`src/rtl/fetch_pkg.sv`:
```
// Shared types and constants for the fetch sequencer.
package fetch_pkg;

    // Run-state of the sequencer
    typedef enum logic [1:0] {
        IDLE  = 2'd0,
        RUN   = 2'd1,
        DONE  = 2'd2,
        FAULT = 2'd3
    } fetch_state_t;

    // Fault codes reported on Fault_Code
    localparam logic [1:0] FC_NONE = 2'b00;
    localparam logic [1:0] FC_OVF  = 2'b01;
    localparam logic [1:0] FC_UNF  = 2'b10;

endpackage

```
`src/rtl/fetch_seq_ras_stack.sv`:
```
// Return-address stack: LIFO register array addressed by an occupancy count.
// The parent never asserts push and pop together; clear wins over both.
module ras_stack #(
    parameter  int DEPTH = 4,
    parameter  int W     = 8,
    localparam int CW    = $clog2(DEPTH) + 1
) (
    input  logic          clk,
    input  logic          rst_n,
    input  logic          clear,
    input  logic          push,
    input  logic          pop,
    input  logic [W-1:0]  din,
    output logic [W-1:0]  top,
    output logic [CW-1:0] count,
    output logic          full,
    output logic          empty
);
    import fetch_pkg::*;

    localparam int AW = $clog2(DEPTH);

    logic [CW-1:0] count_reg;
    logic [W-1:0]  entries [DEPTH];
    logic [AW-1:0] wr_idx;
    logic [AW-1:0] top_idx;
    logic          do_push;
    logic          do_pop;

    assign full    = (count_reg == CW'(DEPTH));
    assign empty   = (count_reg == '0);
    assign do_push = push && !full && !clear;
    assign do_pop  = pop && !empty && !clear;
    // DEPTH is a power of two, so the low bits of the count index the next free slot
    assign wr_idx  = count_reg[AW-1:0];
    assign top_idx = count_reg[AW-1:0] - AW'(1);
    assign top     = entries[top_idx];
    assign count   = count_reg;

    // Occupancy counter; storage contents need no reset because count gates them
    always_ff @(posedge clk or negedge rst_n) begin
        if (!rst_n) begin
            count_reg <= '0;
        end else if (clear) begin
            count_reg <= '0;
        end else if (do_push) begin
            count_reg <= count_reg + CW'(1);
        end else if (do_pop) begin
            count_reg <= count_reg - CW'(1);
        end
    end

    generate
        for (genvar gi = 0; gi < DEPTH; gi++) begin : g_entry
            logic [W-1:0] entry_reg;

            // Each slot captures din only when it is the slot being pushed into
            always_ff @(posedge clk) begin
                if (do_push && (wr_idx == AW'(gi))) begin
                    entry_reg <= din;
                end
            end

            assign entries[gi] = entry_reg;
        end
    endgenerate

endmodule

```
`src/rtl/fetch_seq.sv`:
```
// Next-instruction sequencer: PC update with relative/conditional branches,
// absolute jumps, call/return through a return-address stack, stall, halt
// and a run-state machine that freezes on stack overflow/underflow.
module fetch_seq #(
    parameter  int PC_W      = 8,
    parameter  int OFF_W     = 6,
    parameter  int RAS_DEPTH = 4,
    localparam int CW        = $clog2(RAS_DEPTH) + 1
) (
    input  logic             CLK,
    input  logic             Reset_n,
    input  logic             Start,
    input  logic [PC_W-1:0]  Start_Addr,
    input  logic             Stall,
    input  logic             Branch,
    input  logic             Branch_Z,
    input  logic             Zero,
    input  logic [OFF_W-1:0] Offset,
    input  logic             Jump,
    input  logic             Call,
    input  logic             Ret,
    input  logic [PC_W-1:0]  Jump_Addr,
    input  logic             Halt,
    output logic [PC_W-1:0]  PC,
    output logic             Running,
    output logic             Done,
    output logic             Fault,
    output logic [1:0]       Fault_Code,
    output logic [CW-1:0]    RAS_Count
);
    import fetch_pkg::*;

    fetch_state_t    state_reg, state_next;
    logic [PC_W-1:0] pc_reg, pc_next;
    logic [1:0]      fc_reg, fc_next;
    logic            running_reg, done_reg, fault_reg;

    logic            ras_clear, ras_push, ras_pop;
    logic [PC_W-1:0] ras_top;
    logic            ras_full, ras_empty;
    logic [PC_W-1:0] pc_inc;
    logic [PC_W-1:0] off_ext;

    // Signed cast sign-extends the offset; adding it as PC_W bits wraps naturally
    assign off_ext = PC_W'($signed(Offset));
    assign pc_inc  = pc_reg + PC_W'(1);

    ras_stack #(
        .DEPTH (RAS_DEPTH),
        .W     (PC_W)
    ) u_ras (
        .clk   (CLK),
        .rst_n (Reset_n),
        .clear (ras_clear),
        .push  (ras_push),
        .pop   (ras_pop),
        .din   (pc_inc),
        .top   (ras_top),
        .count (RAS_Count),
        .full  (ras_full),
        .empty (ras_empty)
    );

    // Next-state, next-PC and stack control; Start overrides everything
    always_comb begin
        state_next = state_reg;
        pc_next    = pc_reg;
        fc_next    = fc_reg;
        ras_clear  = 1'b0;
        ras_push   = 1'b0;
        ras_pop    = 1'b0;
        if (Start) begin
            state_next = RUN;
            pc_next    = Start_Addr;
            fc_next    = FC_NONE;
            ras_clear  = 1'b1;
        end else if (state_reg == RUN && !Stall) begin
            if (Halt) begin
                state_next = DONE;
            end else if (Ret) begin
                if (ras_empty) begin
                    state_next = FAULT;
                    fc_next    = FC_UNF;
                end else begin
                    pc_next = ras_top;
                    ras_pop = 1'b1;
                end
            end else if (Call) begin
                if (ras_full) begin
                    state_next = FAULT;
                    fc_next    = FC_OVF;
                end else begin
                    pc_next  = Jump_Addr;
                    ras_push = 1'b1;
                end
            end else if (Jump) begin
                pc_next = Jump_Addr;
            end else if (Branch || (Branch_Z && Zero)) begin
                pc_next = pc_reg + off_ext;
            end else begin
                pc_next = pc_inc;
            end
        end
    end

    // State, PC, fault code and registered state decodes
    always_ff @(posedge CLK or negedge Reset_n) begin
        if (!Reset_n) begin
            state_reg   <= IDLE;
            pc_reg      <= '0;
            fc_reg      <= FC_NONE;
            running_reg <= 1'b0;
            done_reg    <= 1'b0;
            fault_reg   <= 1'b0;
        end else begin
            state_reg   <= state_next;
            pc_reg      <= pc_next;
            fc_reg      <= fc_next;
            running_reg <= (state_next == RUN);
            done_reg    <= (state_next == DONE);
            fault_reg   <= (state_next == FAULT);
        end
    end

    assign PC         = pc_reg;
    assign Running    = running_reg;
    assign Done       = done_reg;
    assign Fault      = fault_reg;
    assign Fault_Code = fc_reg;

endmodule

```
`config.mk`:
```
export PLATFORM = sky130hd
export DESIGN_NAME = fetch_seq
export DESIGN_NICKNAME = d
export VERILOG_FILES = /design/src/rtl/fetch_pkg.sv /design/src/rtl/fetch_seq_ras_stack.sv /design/src/rtl/fetch_seq.sv
export SDC_FILE = /design/constraint.sdc
export NUM_CORES = 1
export LEC_CHECK = 0
export ABC_CLOCK_PERIOD_IN_PS = 2900
export CORE_UTILIZATION = 35
export CTS_BUF_LIST = sky130_fd_sc_hd__clkbuf_8
export DETAILED_ROUTE_END_ITERATION = 7
export GPL_TIMING_DRIVEN = 0
export PLACE_DENSITY = 0.56
export SLEW_MARGIN = 20
export SYNTH_ARGS = -nofsm -noshare
export SYNTH_HDL_FRONTEND = slang
export SYNTH_SLANG_ARGS = --single-unit
```
`constraint.sdc`:
```
create_clock -name CLK -period 2.9 [get_ports CLK]
set_input_delay 0.435 -clock CLK [delete_from_list [all_inputs] [get_ports CLK]]
set_output_delay 0.435 -clock CLK [all_outputs]
set_load 0.01 [all_outputs]
```
==> flow_summary.json, run 1 <==
{
  "largest_reg_flops": 32,
  "port_buffers": 47,
  "cpMaxStageDelayCell": "dfrtp_1",
  "synth_seq_cells": 50,
  "path_max_fanout": 10,
  "finClkSkew_ns": 0.01261,
  "placedInstanceArea_mm2": 0.003482,
  "synth-main-ff-cell": "edfxtp_1",
  "overflow": 0,
  "clkSinkCount": 50,
  "leakage_uw": 0.001336,
  "postSynthAreaPerCell_um2": 11.27,
  "synth_largest_area_cell": "edfxtp_1",
  "area_growth_pct": 24.08,
  "antenna_cells": 0,
  "layout_commonest_cell": "clkdlybuf4s50_1",
  "maxClockFrequency_mhz": 378.9,
  "path_depth": 10,
  "cp-startpoint": "u_ras.count[0]",
  "via_count": 2121,
  "swShare": 0.3519,
  "crit_type": "reg2reg",
  "synth_cell_types": 50,
  "stdcell_count": 412,
  "final_cell_area_mm2": 0.003578,
  "status": "finished, final reports clean",
  "io_pins": 49,
  "maxSlewHeadroom": 0.4294,
  "path_delay_family": "simple AND/OR/NAND/NOR gates",
  "final_hold_viol_count": 0,
  "drt_iter0_drc": 103,
  "powerDensity_mw_per_mm2": 622.9,
  "grt_pass1_vias": 2189,
  "rsz0062_at_grt": "no",
  "post-route-period-util": 0.9102,
  "htree_levels": 2,
  "coreArea_mm2": 0.007848,
  "worst_setup_path_end_kind": "flip-flop",
  "min_path_type": "reg2reg",
  "cts.clk_slew.worst_paths_ns": 0.10,
  "rr_worst_depth": 10,
  "synthTopCellsByArea": "edfxtp_1 33%, dfrtp_1 16%, mux4_2 6.2%",
  "hold_slack_ns": 0.5583,
  "synth_nets": 303,
  "row_count": 32,
  "clockBufferDepth": 2,
  "max_stage_delay_ns": 0.46,
  "tightest_slew_ns": 0.8532,
  "peakVddDrop_uv": 351.8,
  "layout.nets": 356,
  "wl_per_cell_um": 16.77,
  "p_seq_frac": 0.426,
  "initial_core_util": 0.3675,
  "switchingPower_uw": 784.4,
  "insertion_delay_ns": 0.32,
  "hp-start": "Fault_Code[0]",
  "drc_errors": 0,
  "async_flop_share": 0.3600,
  "slew_violations": 0,
  "grt_pass1_wl_um": 11290,
  "ant_nets": 0,
  "die-width_um": 92.78,
  "syn_inst": 256,
  "post_cts_buffers": 0,
  "p_total_uw": 2229,
  "drt_first_pass_iters": 4,
  "synth_top_area_share": 0.3332,
  "crit_required_ns": 3.16,
  "setup_violations": 0,
  "track_usage": 0.1731,
  "maxCapViolCount": 0,
  "internal_power_uw": 1445,
  "antenna_found_initial": 0,
  "cts_tree": "built",
  "cts-buffers-inserted": 5,
  "dp_hpwl_um": 5132,
  "cp_cell_sequence": "buf_2, inv_1, ha_2, a21boi_0, and3_1, buf_6, fa_1, xnor2_1, or4_1, nand3_1",
  "crit_path_start_kind": "flip-flop",
  "arrival_ns": 2.89,
  "holdPathStages": 2,
  "fp.dieArea_mm2": 0.008607,
  "ys_warn_count": 0,
  "cts-root-buf": "clkbuf_8",
  "syn_area_mm2": 0.002884,
  "rr_startpoint": "u_ras.count[0]",
  "drive_gt1_frac": 0.09677,
  "synth_edf_count": 32,
  "min_period_ns": 2.640,
  "ys_seq_area_frac": 0.4894,
  "cp.buffers_inverters": 3,
  "layout_common_cells": "47 x clkdlybuf4s50_1, 32 x edfxtp_1, 20 x nand2_1, 20 x nor2_1, 18 x dfrtp_1",
  "wirelength_um": 6908,
  "grt_max_degree": 19,
  "fillers": 772,
  "die_h_um": 92.78,
  "gp_congestion": 0.7693,
  "drt-vias-per-instance": 5.148,
  "clockPowerShare": 0.200,
  "dp.cells": 405,
  "pwr-share-comb": 0.374
}
path summary, 6_finish.rpt:
check / end / slack, ns
setup reg to reg: u_ras.count[2] / 0.26
hold reg to reg: Fault_Code[0] / 0.56
hold / removal: Fault_Code[0] / 0.56
max in group asynchronous: Fault_Code[1] / 1.77
min in group asynchronous: u_ras.count[2] / 0.60
setup / recovery: u_ras.count[2] / 0.26
cells by family after synthesis:
group / synth area share
fa+ha+maj: 0.06594
compound gates: 0.1284
xor+xnor: 0.02430
buf+inv: 0.03948
simple gates: 0.1657
flops: 0.4894
mux: 0.08677
routing by layer:
layer	vias up	GRT usage	part of all wire
met1	1019	0.2454	0.49
met2	38	0.2727	0.47
li1	1062	-	-
met3	2	0.03038	0.036
met5	-	0	0
met4	0	0.04615	0.0043
through the flow:
stage / setup TNS, ns / setup WS, ns / utilization
final: 0 / 0.2605 / 0.4560
after global placement: -0.006186 / -0.006186 / 0.4437
after global routing: 0 / 0.01127 / 0.4560
after detailed placement: -0.02099 / -0.02099 / 0.4437
after floorplan: 0 / 0.3636 / -
after CTS: 0 / 0.1329 / 0.4557
worst register-to-register path: stages (launching register included):
cell      delay [ns]
dfrtp_1         0.46
buf_2           0.25
inv_1           0.16
ha_2            0.24
a21boi_0        0.11
and3_1          0.22
buf_6           0.13
fa_1            0.37
xnor2_1         0.15
or4_1           0.41
nand3_1         0.09
cells in the mapped netlist, drive strengths merged (5+ instances only):
cell and n:
edfxtp 32, nor2 21, nand2 20, dfrtp 18, ha 12, inv 12
nand3 12, a21oi 11, clkbuf 9, mux4 8, mux2i 7, buf 6
nor2b 6, nor3 6, o21ai 6, o31ai 6, a211oi 5, nand2b 5
xnor2 5
area by class of cell:
cell class | instances | area [um2] | share of cell area
sequential | 50 | 1411 | 0.3944
multi-input combinational | 179 | 1361 | 0.3804
timing repair buffer | 47 | 470.5 | 0.1315
tap | 102 | 127.6 | 0.03566
clock buffer | 5 | 68.82 | 0.01923
buffer | 14 | 65.06 | 0.01818
inverter | 12 | 45.04 | 0.01259
clock inverter | 3 | 28.78 | 0.008042
timing repair:
action | in CTS | in global routing
pin swaps | 0 | 0
setup endpoints to repair | 1 | 1
resized for setup | 0 | 1
hold buffers | 0 | 0
endpoints found under the hold margin | 0 | 0
gates cloned | 0 | 0
power by group through the flow:
| stage | combinational, uW | clock [uW] | sequential (uW) |
|---|---|---|---|
| 2_1_floorplan | 506 | 0 | 973 |
| 3_3_place_gp | 824 | 0 | 966 |
| 3_5_place_dp | 835 | 0 | 966 |
| 4_1_cts | 839 | 463 | 950 |
| 5_1_grt | 928 | 488 | 963 |
| 6_report | 834 | 445 | 950 |
(Power assumes the default switching activity.)
==> inputs of run 2 (changes only) <==
--- a/config.mk
+++ b/config.mk
@@ -5,12 +5,13 @@
 export SDC_FILE = /design/constraint.sdc
 export NUM_CORES = 1
 export LEC_CHECK = 0
-export ABC_CLOCK_PERIOD_IN_PS = 2900
+export ABC_CLOCK_PERIOD_IN_PS = 3030
 export CORE_UTILIZATION = 35
 export CTS_BUF_LIST = sky130_fd_sc_hd__clkbuf_8
 export DETAILED_ROUTE_END_ITERATION = 7
 export GPL_TIMING_DRIVEN = 0
 export PLACE_DENSITY = 0.56
+export SKIP_CTS_REPAIR_TIMING = 1
 export SLEW_MARGIN = 20
 export SYNTH_ARGS = -nofsm -noshare
 export SYNTH_HDL_FRONTEND = slang
==> constraint.sdc (replaced) <==
create_clock -name CLK -period 3.03 [get_ports CLK]
set_input_delay 0.303 -clock CLK [delete_from_list [all_inputs] [get_ports CLK]]
set_output_delay 0.303 -clock CLK [all_outputs]
set_load 0.01 [all_outputs]
==> run 2 against run 1 <==
Effect of this change:
- sequential power is 4.3% lower
- die area unchanged
- count of clock-buffer cells in the layout is the same
- worst hold slack worse by 0.092 ns
- critical endpoint is now PC[7]
- largest cell class unchanged
- highest routed layer unchanged
==> flow_summary.json, run 2 (synthesis gave the netlist of run 1 again) <==
{
  "status": "finished, final reports clean",
  "p_seq_frac": 0.426,
  "track_usage": 0.1731,
  "swShare": 0.3532,
  "maxSlewHeadroom": 0.4294,
  "clockPowerShare": 0.201,
  "cts.clk_slew.worst_paths_ns": 0.10,
  "clkSinkCount": 50,
  "antenna_found_initial": 0,
  "via_count": 2123,
  "ant_nets": 0,
  "powerDensity_mw_per_mm2": 596.6,
  "worst_setup_path_end_kind": "flip-flop",
  "drive_gt1_frac": 0.09355,
  "rsz0062_at_grt": "no",
  "cts-buffers-inserted": 5,
  "rr_endpoint": "PC[7]",
  "initial_core_util": 0.3675,
  "switchingPower_uw": 753.6,
  "wl_met3_um": 254,
  "pwr-share-comb": 0.373,
  "area_growth_pct": 23.99,
  "maxClockFrequency_mhz": 368.7,
  "gp_congestion": 0.7693,
  "setup_slack_ns": 0.3180,
  "grt_pass1_vias": 2184,
  "max_stage_delay_ns": 0.54,
  "io_pins": 49,
  "fin_util": 0.4557,
  "layout.nets": 356,
  "rr_worst_depth": 7,
  "p_total_uw": 2133,
  "insertion_delay_ns": 0.32,
  "drc_errors": 0,
  "route.met2.wl_um": 3249,
  "drt-vias-per-instance": 5.153,
  "setup_violations": 0,
  "cpMaxStageDelayCell": "ha_1",
  "peakVddDrop_uv": 336.7,
  "die-width_um": 92.78,
  "fillers": 771,
  "route.top_layer_used": "met4",
  "reg2reg_slack_ns": 0.32,
  "arrival_ns": 2.89,
  "grt_max_degree": 19,
  "die_h_um": 92.78,
  "tightest_slew_ns": 0.8532,
  "internal_power_uw": 1380,
  "antenna_cells": 0,
  "wl_per_cell_um": 16.79,
  "leakage_uw": 0.001338,
  "dp_hpwl_um": 5132,
  "crit_type": "reg2reg",
  "fp.dieArea_mm2": 0.008607,
  "m1WireLength_um": 3359,
  "crit_path_start_kind": "flip-flop",
  "drt_first_pass_iters": 4,
  "htree_levels": 2,
  "cp-startpoint": "u_ras.count[0]",
  "path_max_fanout": 10,
  "cts_tree": "built",
  "min_period_ns": 2.712,
  "clockBufferDepth": 2,
  "crit_required_ns": 3.21,
  "finClkSkew_ns": 0.01223,
  "fin_setup_tns_ns": 0,
  "post-route-period-util": 0.8950,
  "final_hold_viol_count": 0,
  "maxCapViolCount": 0,
  "drt_iter0_drc": 96,
  "dpl_worst_slack_ns": 0.1090,
  "grt_pass1_wl_um": 11280,
  "coreArea_mm2": 0.007848,
  "row_count": 32,
  "overflow": 0,
  "port_buffers": 47,
  "wirelength_um": 6918,
  "layout_commonest_cell": "clkdlybuf4s50_1",
  "rr_startpoint": "u_ras.count[0]",
  "layout_common_cells": "47 x clkdlybuf4s50_1, 32 x edfxtp_1, 20 x nand2_1, 20 x nor2_1, 18 x dfrtp_1",
  "cts-root-buf": "clkbuf_8",
  "min_path_type": "in2async",
  "slew_violations": 0,
  "largest_reg_flops": 32,
  "cp_cell_sequence": "buf_2, inv_1, ha_1, mux4_2, a22o_1, a2111oi_0, a221oi_1"
}
run 2: cell counts in the layout (fill, tap and decap cells not counted):
Identical to the previous run, type by type.
run 2: power groups by stage:
| stage | Sequential [uW] | Combinational, uW | Clock (uW) |
|---|---|---|---|
| 3_3_place_gp | 924 | 789 | 0 |
| 4_1_cts | 909 | 803 | 443 |
| 5_1_grt | 922 | 886 | 467 |
| 3_5_place_dp | 925 | 800 | 0 |
| 2_1_floorplan | 931 | 484 | 0 |
| 6_report | 909 | 795 | 429 |
run 2: through the flow:
step / area (um2) / hold WS, ns / instances
finish: 3576 / 0.4666 / 412
global route: 3576 / 0.5445 / 412
CTS: 3580 / 0.5017 / 413
detailed placement: 3482 / 0.5373 / 405
global placement: 3482 / 0.5363 / 405
floorplan: 2884 / 0.007409 / 256
run 2: cell type report:
type / count / area [um2] / share of cell area
inverter: 12 / 45.04 / 0.01260
tap: 102 / 127.6 / 0.03569
clock buffer: 5 / 68.82 / 0.01924
multi-input combinational: 179 / 1359 / 0.3800
timing repair buffer: 47 / 470.5 / 0.1316
clock inverter: 3 / 28.78 / 0.008048
sequential: 50 / 1411 / 0.3947
buffer: 14 / 65.06 / 0.01819
run 2: worst max path at each step:
stage                        to  slack (ns)
after global routing      PC[7]        0.03
after global placement    PC[7]        0.12
after floorplan           PC[7]        0.49
after CTS                 PC[7]        0.08
final                     PC[7]        0.32
after detailed placement  PC[7]        0.11
run 2: per-layer routing:
layer / track usage / vias up
met1: 0.2454 / 1021
met2: 0.2727 / 37
met3: 0.03038 / 4
met4: 0.04615 / 0
li1: - / 1061
met5: 0 / -
run 2: critical path: cells and delay by family (launching register included):
kind,cells,cell delay (ns)
AOI/OAI and AO/OA,3,0.71
DFF,1,0.46
buffers and inverters,2,0.49
muxes,1,0.38
adders and majority gates,1,0.54
